### config.mk
export PLATFORM = sky130hd
export DESIGN_NAME = armleocpu_tlb_flat
export DESIGN_NICKNAME = d
export VERILOG_FILES = /design/src/rtl/armleocpu_defines_pkg.sv /design/src/rtl/armleocpu_tlb_if.sv /design/src/rtl/armleocpu_tlb_way.sv /design/src/rtl/armleocpu_tlb.sv /design/src/flat_wrapper.sv
export SDC_FILE = /design/constraint.sdc
export NUM_CORES = 1
export LEC_CHECK = 0
export CAP_MARGIN = 0
export CORE_MARGIN = 3
export CORE_UTILIZATION = 40
export DETAILED_ROUTE_END_ITERATION = 12
export SETUP_SLACK_MARGIN = 0.1
export SLEW_MARGIN = 20
export SYNTH_ARGS = -nofsm -noshare
export SYNTH_HDL_FRONTEND = slang
export SYNTH_SLANG_ARGS = --single-unit
### constraint.sdc
create_clock -name clk -period 7.3 [get_ports clk]
set_input_delay 2.19 -clock clk [delete_from_list [all_inputs] [get_ports clk]]
set_output_delay 2.19 -clock clk [all_outputs]
set_load 0.01 [all_outputs]
### src/rtl/armleocpu_defines_pkg.sv
// Constants shared by the TLB and the page table walker: TLB command encoding and PTE access-bit positions.
package armleocpu_defines_pkg;

   localparam logic [1:0] TLB_CMD_NONE           = 2'b00;
   localparam logic [1:0] TLB_CMD_RESOLVE        = 2'b01;
   localparam logic [1:0] TLB_CMD_WRITE          = 2'b10;
   localparam logic [1:0] TLB_CMD_INVALIDATE_ALL = 2'b11;

   localparam int PTE_V = 0;
   localparam int PTE_R = 1;
   localparam int PTE_W = 2;
   localparam int PTE_X = 3;
   localparam int PTE_U = 4;
   localparam int PTE_G = 5;
   localparam int PTE_A = 6;
   localparam int PTE_D = 7;

   localparam int VPN_W = 20;
   localparam int PPN_W = 22;

endpackage

### src/rtl/armleocpu_tlb_if.sv
// MMU <-> TLB command/response bundle; master is the MMU side, slave is the TLB.
interface armleocpu_tlb_if;
   import armleocpu_defines_pkg::*;

   logic [1:0]       cmd;
   logic [VPN_W-1:0] vpn;
   logic [7:0]       write_access_bits;
   logic [PPN_W-1:0] write_ppn;
   logic             resolve_done;
   logic             resolve_miss;
   logic [7:0]       resolve_access_bits;
   logic [PPN_W-1:0] resolve_ppn;
   logic             invalidate_done;
   logic [31:0]      hit_count;
   logic [31:0]      miss_count;

   modport master (
      output cmd, vpn, write_access_bits, write_ppn,
      input  resolve_done, resolve_miss, resolve_access_bits, resolve_ppn,
      input  invalidate_done, hit_count, miss_count
   );

   modport slave (
      input  cmd, vpn, write_access_bits, write_ppn,
      output resolve_done, resolve_miss, resolve_access_bits, resolve_ppn,
      output invalidate_done, hit_count, miss_count
   );

endinterface

### src/rtl/armleocpu_tlb_way.sv
// One TLB way: per-set valid flops (reset) plus tag/access/ppn arrays (not reset) behind one write port.
module armleocpu_tlb_way #(
   parameter int SET_BITS = 2
) (
   input  logic                  clk,
   input  logic                  rst,
   input  logic [SET_BITS-1:0]   set_idx,
   input  logic [19-SET_BITS:0]  tag,
   input  logic                  write_en,
   input  logic                  invalidate,
   input  logic [7:0]            write_access,
   input  logic [21:0]           write_ppn,
   output logic                  valid,
   output logic                  hit,
   output logic [7:0]            access,
   output logic [21:0]           ppn
);

   localparam int SETS  = 1 << SET_BITS;
   localparam int TAG_W = 20 - SET_BITS;

   logic [SETS-1:0]  valid_q;
   logic [SETS-1:0]  valid_d;
   logic [TAG_W-1:0] tag_mem    [SETS];
   logic [7:0]       access_mem [SETS];
   logic [21:0]      ppn_mem    [SETS];

   always_comb begin
      valid_d = valid_q;
      if (invalidate) begin
         valid_d = '0;
      end else if (write_en) begin
         valid_d[set_idx] = 1'b1;
      end
   end

   always_ff @(posedge clk) begin
      if (rst) begin
         valid_q <= '0;
      end else begin
         valid_q <= valid_d;
      end
   end

   // Payload arrays carry no reset; an entry is only meaningful while its valid flop is set.
   always_ff @(posedge clk) begin
      if (write_en) begin
         tag_mem[set_idx]    <= tag;
         access_mem[set_idx] <= write_access;
         ppn_mem[set_idx]    <= write_ppn;
      end
   end

   assign valid  = valid_q[set_idx];
   assign hit    = valid && (tag_mem[set_idx] == tag);
   assign access = access_mem[set_idx];
   assign ppn    = ppn_mem[set_idx];

endmodule

### src/rtl/armleocpu_tlb.sv
// Set-associative Sv32 TLB: combinational lookup, registered response, round-robin victim on full sets.
// Optional hit/miss statistics counters are built when ARMLEOCPU_TLB_STATS_EN is defined.
module armleocpu_tlb
   import armleocpu_defines_pkg::*;
#(
   parameter int SET_BITS = 2,
   parameter int WAY_BITS = 1
) (
   input  logic            clk,
   input  logic            rst,
   armleocpu_tlb_if.slave  bus
);

   localparam int WAYS  = 1 << WAY_BITS;
   localparam int TAG_W = 20 - SET_BITS;

   logic [SET_BITS-1:0] set_idx;
   logic [TAG_W-1:0]    tag;

   logic [WAYS-1:0]     way_valid;
   logic [WAYS-1:0]     way_hit;
   logic [WAYS-1:0]     way_we;
   logic [7:0]          way_access [WAYS];
   logic [21:0]         way_ppn    [WAYS];

   logic                is_resolve;
   logic                is_invalidate;
   logic                write_fire;
   logic                any_hit;
   logic                any_free;
   logic [WAY_BITS-1:0] hit_way;
   logic [WAY_BITS-1:0] free_way;
   logic [WAY_BITS-1:0] write_way;

   logic                done_q,     done_d;
   logic                miss_q,     miss_d;
   logic [7:0]          access_q,   access_d;
   logic [21:0]         ppn_q,      ppn_d;
   logic                inv_done_q, inv_done_d;
   logic [WAY_BITS-1:0] victim_q,   victim_d;

   assign set_idx       = bus.vpn[SET_BITS-1:0];
   assign tag           = bus.vpn[19:SET_BITS];
   assign is_resolve    = (bus.cmd == TLB_CMD_RESOLVE);
   assign is_invalidate = (bus.cmd == TLB_CMD_INVALIDATE_ALL);
   assign write_fire    = (bus.cmd == TLB_CMD_WRITE) && bus.write_access_bits[PTE_V];

   generate
      for (genvar gi = 0; gi < WAYS; gi++) begin : g_way
         assign way_we[gi] = write_fire && (write_way == WAY_BITS'(gi));

         armleocpu_tlb_way #(
            .SET_BITS (SET_BITS)
         ) u_way (
            .clk          (clk),
            .rst          (rst),
            .set_idx      (set_idx),
            .tag          (tag),
            .write_en     (way_we[gi]),
            .invalidate   (is_invalidate),
            .write_access (bus.write_access_bits),
            .write_ppn    (bus.write_ppn),
            .valid        (way_valid[gi]),
            .hit          (way_hit[gi]),
            .access       (way_access[gi]),
            .ppn          (way_ppn[gi])
         );
      end
   endgenerate

   // Scan from the top way down so the lowest-numbered match / free way wins.
   always_comb begin
      any_hit  = 1'b0;
      hit_way  = '0;
      any_free = 1'b0;
      free_way = '0;
      for (int i = WAYS - 1; i >= 0; i--) begin
         if (way_hit[i]) begin
            any_hit = 1'b1;
            hit_way = WAY_BITS'(i);
         end
         if (!way_valid[i]) begin
            any_free = 1'b1;
            free_way = WAY_BITS'(i);
         end
      end
   end

   always_comb begin
      write_way  = victim_q;
      victim_d   = victim_q;
      done_d     = 1'b0;
      miss_d     = 1'b0;
      access_d   = '0;
      ppn_d      = '0;
      inv_done_d = is_invalidate;

      if (any_hit) begin
         write_way = hit_way;
      end else if (any_free) begin
         write_way = free_way;
      end else if (write_fire) begin
         victim_d = victim_q + WAY_BITS'(1);
      end

      if (is_resolve) begin
         done_d = 1'b1;
         miss_d = !any_hit;
         if (any_hit) begin
            access_d = way_access[hit_way];
            ppn_d    = way_ppn[hit_way];
         end
      end
   end

   always_ff @(posedge clk) begin
      if (rst) begin
         done_q     <= 1'b0;
         miss_q     <= 1'b0;
         access_q   <= '0;
         ppn_q      <= '0;
         inv_done_q <= 1'b0;
         victim_q   <= '0;
      end else begin
         done_q     <= done_d;
         miss_q     <= miss_d;
         access_q   <= access_d;
         ppn_q      <= ppn_d;
         inv_done_q <= inv_done_d;
         victim_q   <= victim_d;
      end
   end

   assign bus.resolve_done        = done_q;
   assign bus.resolve_miss        = miss_q;
   assign bus.resolve_access_bits = access_q;
   assign bus.resolve_ppn         = ppn_q;
   assign bus.invalidate_done     = inv_done_q;

`ifdef ARMLEOCPU_TLB_STATS_EN
   logic [31:0] hit_count_q,  hit_count_d;
   logic [31:0] miss_count_q, miss_count_d;

   // Counted together with the response register, so the count includes a result as soon as it is shown.
   always_comb begin
      hit_count_d  = hit_count_q;
      miss_count_d = miss_count_q;
      if (done_d) begin
         if (miss_d) begin
            miss_count_d = miss_count_q + 32'd1;
         end else begin
            hit_count_d = hit_count_q + 32'd1;
         end
      end
   end

   always_ff @(posedge clk) begin
      if (rst) begin
         hit_count_q  <= '0;
         miss_count_q <= '0;
      end else begin
         hit_count_q  <= hit_count_d;
         miss_count_q <= miss_count_d;
      end
   end

   assign bus.hit_count  = hit_count_q;
   assign bus.miss_count = miss_count_q;
`else
   assign bus.hit_count  = '0;
   assign bus.miss_count = '0;
`endif

`ifndef SYNTHESIS
   always_ff @(posedge clk) begin
      if (!rst && is_resolve) begin
         assert ($onehot0(way_hit));
      end
   end
`endif

endmodule

### src/flat_wrapper.sv
// flat-port wrapper written by rule: the top's interface ports become plain ports
module armleocpu_tlb_flat import armleocpu_defines_pkg::*;
#(
   parameter int SET_BITS = 2,
   parameter int WAY_BITS = 1
)
  (clk, rst, bus_cmd, bus_vpn, bus_write_access_bits, bus_write_ppn, bus_resolve_done, bus_resolve_miss, bus_resolve_access_bits, bus_resolve_ppn, bus_invalidate_done, bus_hit_count, bus_miss_count);
  armleocpu_tlb_if bus_i ();
  input  logic clk;
  input  logic rst;
  input wire logic [$bits(bus_i.cmd)-1:0] bus_cmd;
  input wire logic [$bits(bus_i.vpn)-1:0] bus_vpn;
  input wire logic [$bits(bus_i.write_access_bits)-1:0] bus_write_access_bits;
  input wire logic [$bits(bus_i.write_ppn)-1:0] bus_write_ppn;
  output wire logic [$bits(bus_i.resolve_done)-1:0] bus_resolve_done;
  output wire logic [$bits(bus_i.resolve_miss)-1:0] bus_resolve_miss;
  output wire logic [$bits(bus_i.resolve_access_bits)-1:0] bus_resolve_access_bits;
  output wire logic [$bits(bus_i.resolve_ppn)-1:0] bus_resolve_ppn;
  output wire logic [$bits(bus_i.invalidate_done)-1:0] bus_invalidate_done;
  output wire logic [$bits(bus_i.hit_count)-1:0] bus_hit_count;
  output wire logic [$bits(bus_i.miss_count)-1:0] bus_miss_count;
  assign bus_i.cmd = bus_cmd;
  assign bus_i.vpn = bus_vpn;
  assign bus_i.write_access_bits = bus_write_access_bits;
  assign bus_i.write_ppn = bus_write_ppn;
  assign bus_resolve_done = bus_i.resolve_done;
  assign bus_resolve_miss = bus_i.resolve_miss;
  assign bus_resolve_access_bits = bus_i.resolve_access_bits;
  assign bus_resolve_ppn = bus_i.resolve_ppn;
  assign bus_invalidate_done = bus_i.invalidate_done;
  assign bus_hit_count = bus_i.hit_count;
  assign bus_miss_count = bus_i.miss_count;
  armleocpu_tlb #(.SET_BITS(SET_BITS), .WAY_BITS(WAY_BITS)) u_core (.clk(clk), .rst(rst), .bus(bus_i));
endmodule
# After elaboration in Yosys (flattened, before gate mapping)
# Memories as Yosys holds them, arrays and structs flattened.
# Cells that the tools add are included.
# totals
ff_bits	42
ramBits	384
inputBits	54
out_inout_bits	97
mem_count	6
# classes
n_addsub	1
n_lt_le_gt_ge	3
n_eq_ne	5
mux	25
bitwise	7
n_reduce_logical	11
# memory_table
memory	depth	width	rd	rd_ports_with_merged_regs	write_ports	line_no	rtl
u_core.g_way[0].u_way.ppn_mem	4	22	1	0	1	armleocpu_tlb_way.sv:26	logic [21:0] ppn_mem [SETS];
u_core.g_way[1].u_way.ppn_mem	4	22	1	0	1	armleocpu_tlb_way.sv:26	
u_core.g_way[0].u_way.tag_mem	4	18	1	0	1	armleocpu_tlb_way.sv:24	logic [TAG_W-1:0] tag_mem [SETS];
u_core.g_way[1].u_way.tag_mem	4	18	1	0	1	armleocpu_tlb_way.sv:24	
u_core.g_way[0].u_way.access_mem	4	8	1	0	1	armleocpu_tlb_way.sv:25	logic [7:0] access_mem [SETS];
u_core.g_way[1].u_way.access_mem	4	8	1	0	1	armleocpu_tlb_way.sv:25	
# ops
operator	n
$mux W22	3
$eq A18 B18 Y1	2
$mux W8	3
$mux W1	16
$or A4 B4 Y4	2
$logic_and A1 B1 Y1	6
$bmux W1 S2	2
$eq A2 B2 Y1 const B	2
$not A1 Y1	4
$reduce_or A2 Y1	2
$lt A2 B3 Y1 const B	1
$reduce_and A3 Y1	1
$reduce_or A3 Y1	1
$demux W1 S2	1
$eq A2 B1 Y1 const B	1
$ge A2 B1 Y1 const B	1
$ge A2 B2 Y1 const B	1
$not A1 Y2	1
$add A1 B1 Y1 const B	1
$logic_not A1 Y1	1

# Depth between registers and ports, before layout
# Gate-level depths: netlist of the first run.
# logic_depth
depth_word	10
depth_mapped	11
mapped_depth_nobuf	7

# Hierarchy
# Synthesis of the first run repeated with hierarchy kept, for this count alone.
# hier_totals
hier_cells	799
hier_area_um2	16384.5
# modules_own_cells
module	instances	cells_each	area_each_um2	seq_area_each_um2
armleocpu_tlb_way	2	292	7342.0	5845.6
armleocpu_tlb	1	215	1700.4	680.7

# Worst setup path before layout of the first run
# OpenSTA, ideal clock, no wires.
# synth_path
path_kind	input -> register
from	in bus_vpn[1]
to	mem u_core.g_way[0].u_way.access_mem[0][0], enable pin
setup_time_ps	471
arrival_time_ps	6120
required_ps	6829
setup_slack_ps	709
stages	8
n_path_buf	2
path_cell_list	buf_2 > clkbuf_1 > mux4_2 > xnor2_1 > nand2_1 > nor3_1 > nand4_1 > a21oi_1
# synth_between
elab_chain_cells	10
# synth_rtl
element	line_no	rtl
start, declared	flat_wrapper.sv:12	input wire logic [$bits(bus_i.vpn)-1:0] bus_vpn;
$mem_v2 Z4 W18 or $bmux W1 S2 (tied branches)	--	
$eq A18 B18 Y1 or $mux W1 (tied branches)	armleocpu_tlb_way.sv:55, armleocpu_tlb_way.sv:54	
$logic_and A1 B1 Y1 or $mux W1 (tied branches)	armleocpu_tlb_way.sv:55, armleocpu_tlb.sv:82	
$mux W1 (on tied branches)	armleocpu_tlb.sv:78, armleocpu_tlb.sv:82	
$mux W1 (on tied branches)	armleocpu_tlb.sv:78, armleocpu_tlb.sv:100	
$mux W1	armleocpu_tlb.sv:98	if (any_hit) begin
$not A1 Y1	armleocpu_tlb.sv:50	assign way_we[gi] = write_fire && (write_way == WAY_BITS'(gi));
$logic_and A1 B1 Y1	armleocpu_tlb.sv:50	
$mux W1	armleocpu_tlb_way.sv:47	if (write_en) begin
$mux W1 (not written as such)	armleocpu_tlb_way.sv:49	access_mem[set_idx] <= write_access;
end, declared	armleocpu_tlb_way.sv:25	
# Several ways; a longest one is shown, not always the timed one. The select of a mux whose other input is x is not followed.

# Final worst setup path of the first run
# layout_path
from	in bus_vpn[0]
to	mem u_core.g_way[0].u_way.tag_mem[1][11] in the netlist's numbering, enable pin
# layout_between
elab_chain_cells	10
# layout_rtl
element	line_no	rtl
$mem_v2 Z4 W18 or $bmux W1 S2 (tied branches)	--	
$eq A18 B18 Y1 or $mux W1 (tied branches)	armleocpu_tlb_way.sv:55, armleocpu_tlb_way.sv:54	
$logic_and A1 B1 Y1 or $mux W1 (tied branches)	armleocpu_tlb_way.sv:55, armleocpu_tlb.sv:82	
$mux W1 (on tied branches)	armleocpu_tlb.sv:78, armleocpu_tlb.sv:82	
$mux W1 (on tied branches)	armleocpu_tlb.sv:78, armleocpu_tlb.sv:100	
$mux W1	armleocpu_tlb.sv:98	
$not A1 Y1	armleocpu_tlb.sv:50	
$logic_and A1 B1 Y1	armleocpu_tlb.sv:50	
$mux W1	armleocpu_tlb_way.sv:47	
$mux W1 (not written as such)	armleocpu_tlb_way.sv:48	tag_mem[set_idx] <= tag;
end, declared	armleocpu_tlb_way.sv:24	
# Several ways; a longest one is shown, not always the timed one. The select of a mux whose other input is x is not followed.

==> results.sh, run 1 <==
export IMPL_outcome="finished clean"
export IMPL_hold_path_depth=1
export IMPL_grt_max_degree=70
export IMPL_min_period_ns=5.39
export IMPL_netlist_instances=844
export IMPL_synthTopCellsByCount="edfxtp_1, mux4_2, buf_4"
export IMPL_cp_required_ns=7.50
export IMPL_period_share=0.738
export IMPL_portBuffers=86
export IMPL_yosys_area_top_type="edfxtp_1"
export IMPL_ys_flop_type="edfxtp_1"
export IMPL_clk_pin_slew_worst_paths_ns=0.06
export IMPL_cts_path_max_buffers=3
export IMPL_grt_overflow_total=0
export IMPL_holdBufCountCts=0
export IMPL_fp_dieW_um=210
export IMPL_start_util=0.407
export IMPL_use_met3=0.0281
export IMPL_antenna_left=0
export IMPL_grtUsageMet2=0.242
export IMPL_drt_initial_drc_count=476
export IMPL_max_slew_margin_rel=0.321
export IMPL_drive_above_1_share=0.203
export IMPL_via_per_inst=5.06
export IMPL_grt_util_met1=0.203
export IMPL_fill_cells=3409
export IMPL_cts_tree="done"
export IMPL_synth_simple_area_share=0.0192
export IMPL_setup_viol=0
export IMPL_grt_pass1_vias=8100
export IMPL_vias=7744
export IMPL_drt_pass1_iterations=5
export IMPL_finalSetupTns_ns=0
export IMPL_die_h_um=210
export IMPL_drt_total_wl_mm=32.3
export IMPL_clock_root_buffer="clkbuf_16"
export IMPL_grtUsageTotal=0.147
export IMPL_synth_xor_area_share=0.0184
export IMPL_power_leakage_nw=6.42
export IMPL_fmax_mhz=186
export IMPL_synth_seq_cells=426
export IMPL_setup_ws_ns=1.91
export IMPL_rsz0062_at_grt="false"
export IMPL_post_cts_setup_buffer_count=0
export IMPL_cts_buffers=43
export IMPL_worstMarginPinSlew_ns=1.02
export IMPL_ys_types=44
export IMPL_gp_congestion=0.741
export IMPL_end_kind="flop"
export IMPL_arrival_ns=5.59
export IMPL_final_area_um2=19300
export IMPL_cts_resized=0
export IMPL_pin_count=151
export IMPL_p_per_area_nw_per_um2=258
export IMPL_rr_worst_depth=7
export IMPL_wl_per_cell_um=21.1
export IMPL_synth_fa_ha_area_frac=0
export IMPL_synth_top_cell_area_share=0.692
export IMPL_avgSynthCellArea_um2=19.8
export IMPL_grt_busiest_layer="met2"
export IMPL_worstSetupStartpointType="input port"
export IMPL_seq_area_frac_synth=0.742
export IMPL_crit_start="bus_vpn[0]"
export IMPL_yosysWarnings=0
export IMPL_skew_ns=0.0203
export IMPL_synth_area_um2=16700
export IMPL_drc=0
export IMPL_pre_cts_ws_ns=1.32
export IMPL_hold_viol=0
export IMPL_clock_sinks=426
export IMPL_critPathKind="input port to flop"
export IMPL_antenna_found_initial=0
export IMPL_grt_pass1_wl_mm=49.4
export IMPL_slew_violations=0
export IMPL_synth_top_family_by_area="multiplexers"
export IMPL_synth_mux_area_frac=0.132
export IMPL_die_area_um2=44200
export IMPL_insertion_delay_ns=0.55
export IMPL_drv_cap=0
export IMPL_dp_hpwl_mm=18.9
export IMPL_num_rows=74
export IMPL_async_flop_share=0
export IMPL_nets=1017
export IMPL_placed_area_um2=18000
export IMPL_htreeDepth=2
export IMPL_holdCritStartpoint="u_core.g_way[1].u_way.valid_q[3]$_SDFFE_PP0P_"
export IMPL_irDropWorstVdd_v=0.000149
export IMPL_hp_class="flop to flop"
export IMPL_synth_compound_area_frac=0.0342
export IMPL_synth_most_common_cell="edfxtp_1"
export IMPL_path_max_fanout=64
export IMPL_core_area_um2=41000
export IMPL_synth_area_leaders="edfxtp_1, mux4_2, dfxtp_1, buf_4, xnor2_1"
export IMPL_r2r_start="u_core.g_way[0].u_way.tag_mem[1][6]$_DFFE_PP_"
export IMPL_synth_edf_count=384
export IMPL_areaGrowthSynthToFinish_pct=15.9
[flip-flops by register name (all words and copies together) (netlist names)]
name and flops:
u_core.bus.resolve_ppn 22, u_core.g_way.u_way.valid_q 8, u_core.g_way.u_way.access_mem 64, u_core.victim_q 1, u_core.bus.resolve_done 1, u_core.bus.invalidate_done 1, u_core.g_way.u_way.ppn_mem 176, u_core.bus.resolve_access_bits 8
u_core.g_way.u_way.tag_mem 144, u_core.bus.resolve_miss 1
[per-layer routing]
| metal | up-vias | part of all wire |
|---|---|---|
| met2 | 229 | 0.48 |
| met5 | - | 0 |
| li1 | 3440 | - |
| met3 | 46 | 0.054 |
| met4 | 0 | 0.019 |
| met1 | 4029 | 0.44 |
[through the flow]
step	hold slack (ns)	util	power, mW	std cells
floorplan	0.435	-	2.89	907
global placement	0.442	0.439	2.96	1450
global route	0.496	0.471	5.17	1530
CTS	0.469	0.471	5.05	1530
detailed placement	0.455	0.439	2.96	1450
finish	0.463	0.471	4.99	1531
[critical path, stage by stage]
cell and delay [ns]:
buf_6 0.61, mux2i_1 0.34, o21ai_0 0.12, or4_1 0.57, a21oi_1 0.18, nand4_1 0.48, a21oi_4 0.63, buf_4 0.40
[final timing paths]
check / to / slack [ns]
worst max-delay path: u_core.g_way[0].u_way.tag_mem[1][11]$_DFFE_PP_ / 1.91
worst min register to register: u_core.g_way[1].u_way.valid_q[3]$_SDFFE_PP0P_ / 0.46
worst min-delay path: u_core.g_way[1].u_way.valid_q[3]$_SDFFE_PP0P_ / 0.46
worst max register to register: u_core.g_way[0].u_way.tag_mem[1][11]$_DFFE_PP_ / 3.99
[final cells by class]
class	instances	area, um^2	area share
antenna	1	2.50	0.000129
clock buffer	60	1180	0.0611
clock inverter	20	160	0.00829
inverter	62	233	0.0120
multi-input combinational	325	3700	0.191
sequential	426	12400	0.640
tap	532	666	0.0344
timing repair buffer	105	1010	0.0525
[kinds of logic (layout without fill, tap and decap cells)]
group,after synthesis,in the layout
other cells,1,65
flops,426,426
xor+xnor,35,35
simple gates,52,52
buf+inv,156,247
mux,109,109
compound gates,65,65
[power breakdown]
group | internal (mW) | total [mW] | leakage [nW] | switching, mW
clock network | 1.21 | 2.08 | 0.658 | 0.877
registers | 2.67 | 2.67 | 3.80 | 0.00302
logic | 0.0979 | 0.234 | 1.97 | 0.136
[layout by cell type, fill, tap and decap left out, drive strengths merged, types with 21 or more instances in the layout]
| cell | n |
|---|---|
| o22ai | 32 |
| inv | 63 |
| xnor2 | 32 |
| dfxtp | 42 |
| clkbuf | 60 |
| edfxtp | 384 |
| conb | 64 |
| buf | 21 |
| mux4 | 88 |
| clkdlybuf4s50 | 84 |
No activity file was read; power rests on OpenSTA's default activity.
==> inputs of run 2 (changes only) <==
==> constraint.sdc (replaced) <==
create_clock -name clk -period 5.32 [get_ports clk]
set_input_delay 1.596 -clock clk [delete_from_list [all_inputs] [get_ports clk]]
set_output_delay 1.596 -clock clk [all_outputs]
set_load 0.01 [all_outputs]
==> results.sh, run 2 (same netlist as run 1, synthesis figures left out) <==
export IMPL_outcome="finished clean"
export IMPL_top_register="u_core.g_way.u_way.ppn_mem"
export IMPL_path_cells="buf_6 -> mux4_2 -> xnor2_1 -> nand4_1 -> or3_4 -> o21a_4 -> nor3_4 -> buf_12"
export IMPL_areaGrowthSynthToFinish_pct=17.3
export IMPL_irDropWorstVdd_v=0.000232
export IMPL_drc=0
export IMPL_period_share=0.809
export IMPL_via_per_inst=5.08
export IMPL_finalSetupTns_ns=0
export IMPL_dp_hpwl_mm=19.2
export IMPL_drive_above_1_share=0.214
export IMPL_rsz0062_at_grt="false"
export IMPL_cp_required_ns=5.52
export IMPL_insertedDiodeCount=0
export IMPL_cts_path_max_buffers=3
export IMPL_power_leakage_nw=6.51
export IMPL_vias=7808
export IMPL_critPathKind="input port to flop"
export IMPL_slowest_delay_ns=0.57
export IMPL_grt_max_degree=50
export IMPL_final_cells=1538
export IMPL_nets=1026
export IMPL_clock_root_buffer="clkbuf_16"
export IMPL_postLayoutCoreUtil=0.477
export IMPL_grt_overflow_total=0
export IMPL_pwr_share_comb=0.047
export IMPL_num_rows=74
export IMPL_placed_area_um2=18100
export IMPL_clock_sinks=426
export IMPL_worstSetupStartpointType="input port"
export IMPL_setup_viol=0
export IMPL_max_slew_margin_rel=0.480
export IMPL_holdBufCountCts=0
export IMPL_htreeDepth=2
export IMPL_cts_resized=0
export IMPL_setup_ws_ns=1.02
export IMPL_swShare=0.201
export IMPL_antenna_left=0
export IMPL_sequentialPowerShare=0.528
export IMPL_insertion_delay_ns=0.53
export IMPL_start_util=0.407
export IMPL_slew_violations=0
export IMPL_grtUsageTotal=0.146
export IMPL_drt_total_wl_mm=32.2
export IMPL_holdWs_ns=0.463
export IMPL_cts_buffers=44
export IMPL_gp_congestion=0.771
export IMPL_pre_cts_ws_ns=0.390
export IMPL_clk_pin_slew_worst_paths_ns=0.06
export IMPL_post_cts_setup_buffer_count=0
export IMPL_portBuffers=86
export IMPL_final_area_um2=19600
export IMPL_p_sw_mw=1.39
export IMPL_pwr_share_clk=0.425
export IMPL_final_common_cell="edfxtp_1"
export IMPL_pin_count=151
export IMPL_path_max_fanout=33
export IMPL_skew_ns=0.0129
export IMPL_die_h_um=210
export IMPL_mostFrequentLayoutCells="edfxtp_1, mux4_2, clkdlybuf4s50_1"
export IMPL_r2r_slack_ns=2.21
export IMPL_dp_cells=1458
export IMPL_fmax_mhz=232
export IMPL_grt_pass1_wl_mm=49.0
export IMPL_drt_pass1_iterations=5
export IMPL_wl_per_cell_um=20.9
export IMPL_largest_reg_flops=176
export IMPL_antenna_found_initial=0
export IMPL_cpMaxStageDelayCell="mux4_2"
export IMPL_drv_cap=0
export IMPL_worstMarginPinSlew_ns=0.778
export IMPL_p_per_area_nw_per_um2=356
export IMPL_hp_class="flop to flop"
export IMPL_top_regs="u_core.g_way.u_way.ppn_mem x176, u_core.g_way.u_way.tag_mem x144, u_core.g_way.u_way.access_mem x64"
export IMPL_fp_dieW_um=210
export IMPL_critPathBufInv=2
export IMPL_end_kind="flop"
export IMPL_die_area_um2=44200
export IMPL_design_power_total_mw=6.95
export IMPL_drt_initial_drc_count=563
export IMPL_arrival_ns=4.50
export IMPL_critPathTopFamily="simple AND/OR/NAND/NOR gates"
export IMPL_min_period_ns=4.30
export IMPL_core_area_um2=41000
export IMPL_cts_tree="done"
export IMPL_p_int_mw=5.56
export IMPL_grt_pass1_vias=7984
export IMPL_hold_viol=0
[run 2: cell types whose count changed in the layout (fill, tap and decap cells not counted), sizes merged]
cell      previous run  this run
buf                 21        29
bufinv               2         3
clkbuf              60        59
clkinv              16        13
clkinvlp             1         4
diode                1         0
[run 2: power by group through the flow]
stage | clock network [mW] | registers [mW] | logic (mW)
after floorplan | 0 | 3.74 | 0.227
after global placement | 0 | 3.74 | 0.329
after detailed placement | 0 | 3.74 | 0.332
after CTS | 3.04 | 3.67 | 0.333
after global routing | 3.17 | 3.67 | 0.358
final | 2.96 | 3.67 | 0.327
[run 2: area by class of cell]
| class | instances | area, um^2 |
|---|---|---|
| multi-input cells | 325 | 3700 |
| flip-flops and latches | 426 | 12400 |
| clock inverters | 21 | 193 |
| clock buffers | 59 | 1220 |
| repair buffers | 113 | 1170 |
| well taps | 532 | 666 |
| fillers | 3351 | 21500 |
| inverters | 62 | 233 |
[run 2: worst paths after layout]
check	start	end	depth (start not counted)
max	bus_vpn[0]	u_core.g_way[1].u_way.ppn_mem[2][3]$_DFFE_PP_	8
min	u_core.g_way[0].u_way.valid_q[0]$_SDFFE_PP0P_	u_core.g_way[0].u_way.valid_q[0]$_SDFFE_PP0P_	1
max reg2reg	u_core.g_way[1].u_way.tag_mem[1][7]$_DFFE_PP_	u_core.g_way[1].u_way.ppn_mem[2][3]$_DFFE_PP_	7
min reg2reg	u_core.g_way[0].u_way.valid_q[0]$_SDFFE_PP0P_	u_core.g_way[0].u_way.valid_q[0]$_SDFFE_PP0P_	1
[run 2: worst reg2reg max path: cells and delay by family (launching register included)]
family | cells | cell delay (ns)
xor+xnor | 1 | 0.32
buf+inv | 1 | 0.30
compound gates | 1 | 0.25
flops | 1 | 0.36
mux | 1 | 0.46
simple gates | 3 | 1.06
[run 2: routing by layer]
layer / GRT usage / part of all wire / vias up
li1: - / - / 3472
met1: 0.201 / 0.43 / 4028
met2: 0.247 / 0.50 / 258
met3: 0.0241 / 0.055 / 50
met4: 0.0353 / 0.020 / 0
met5: 0 / 0 / -
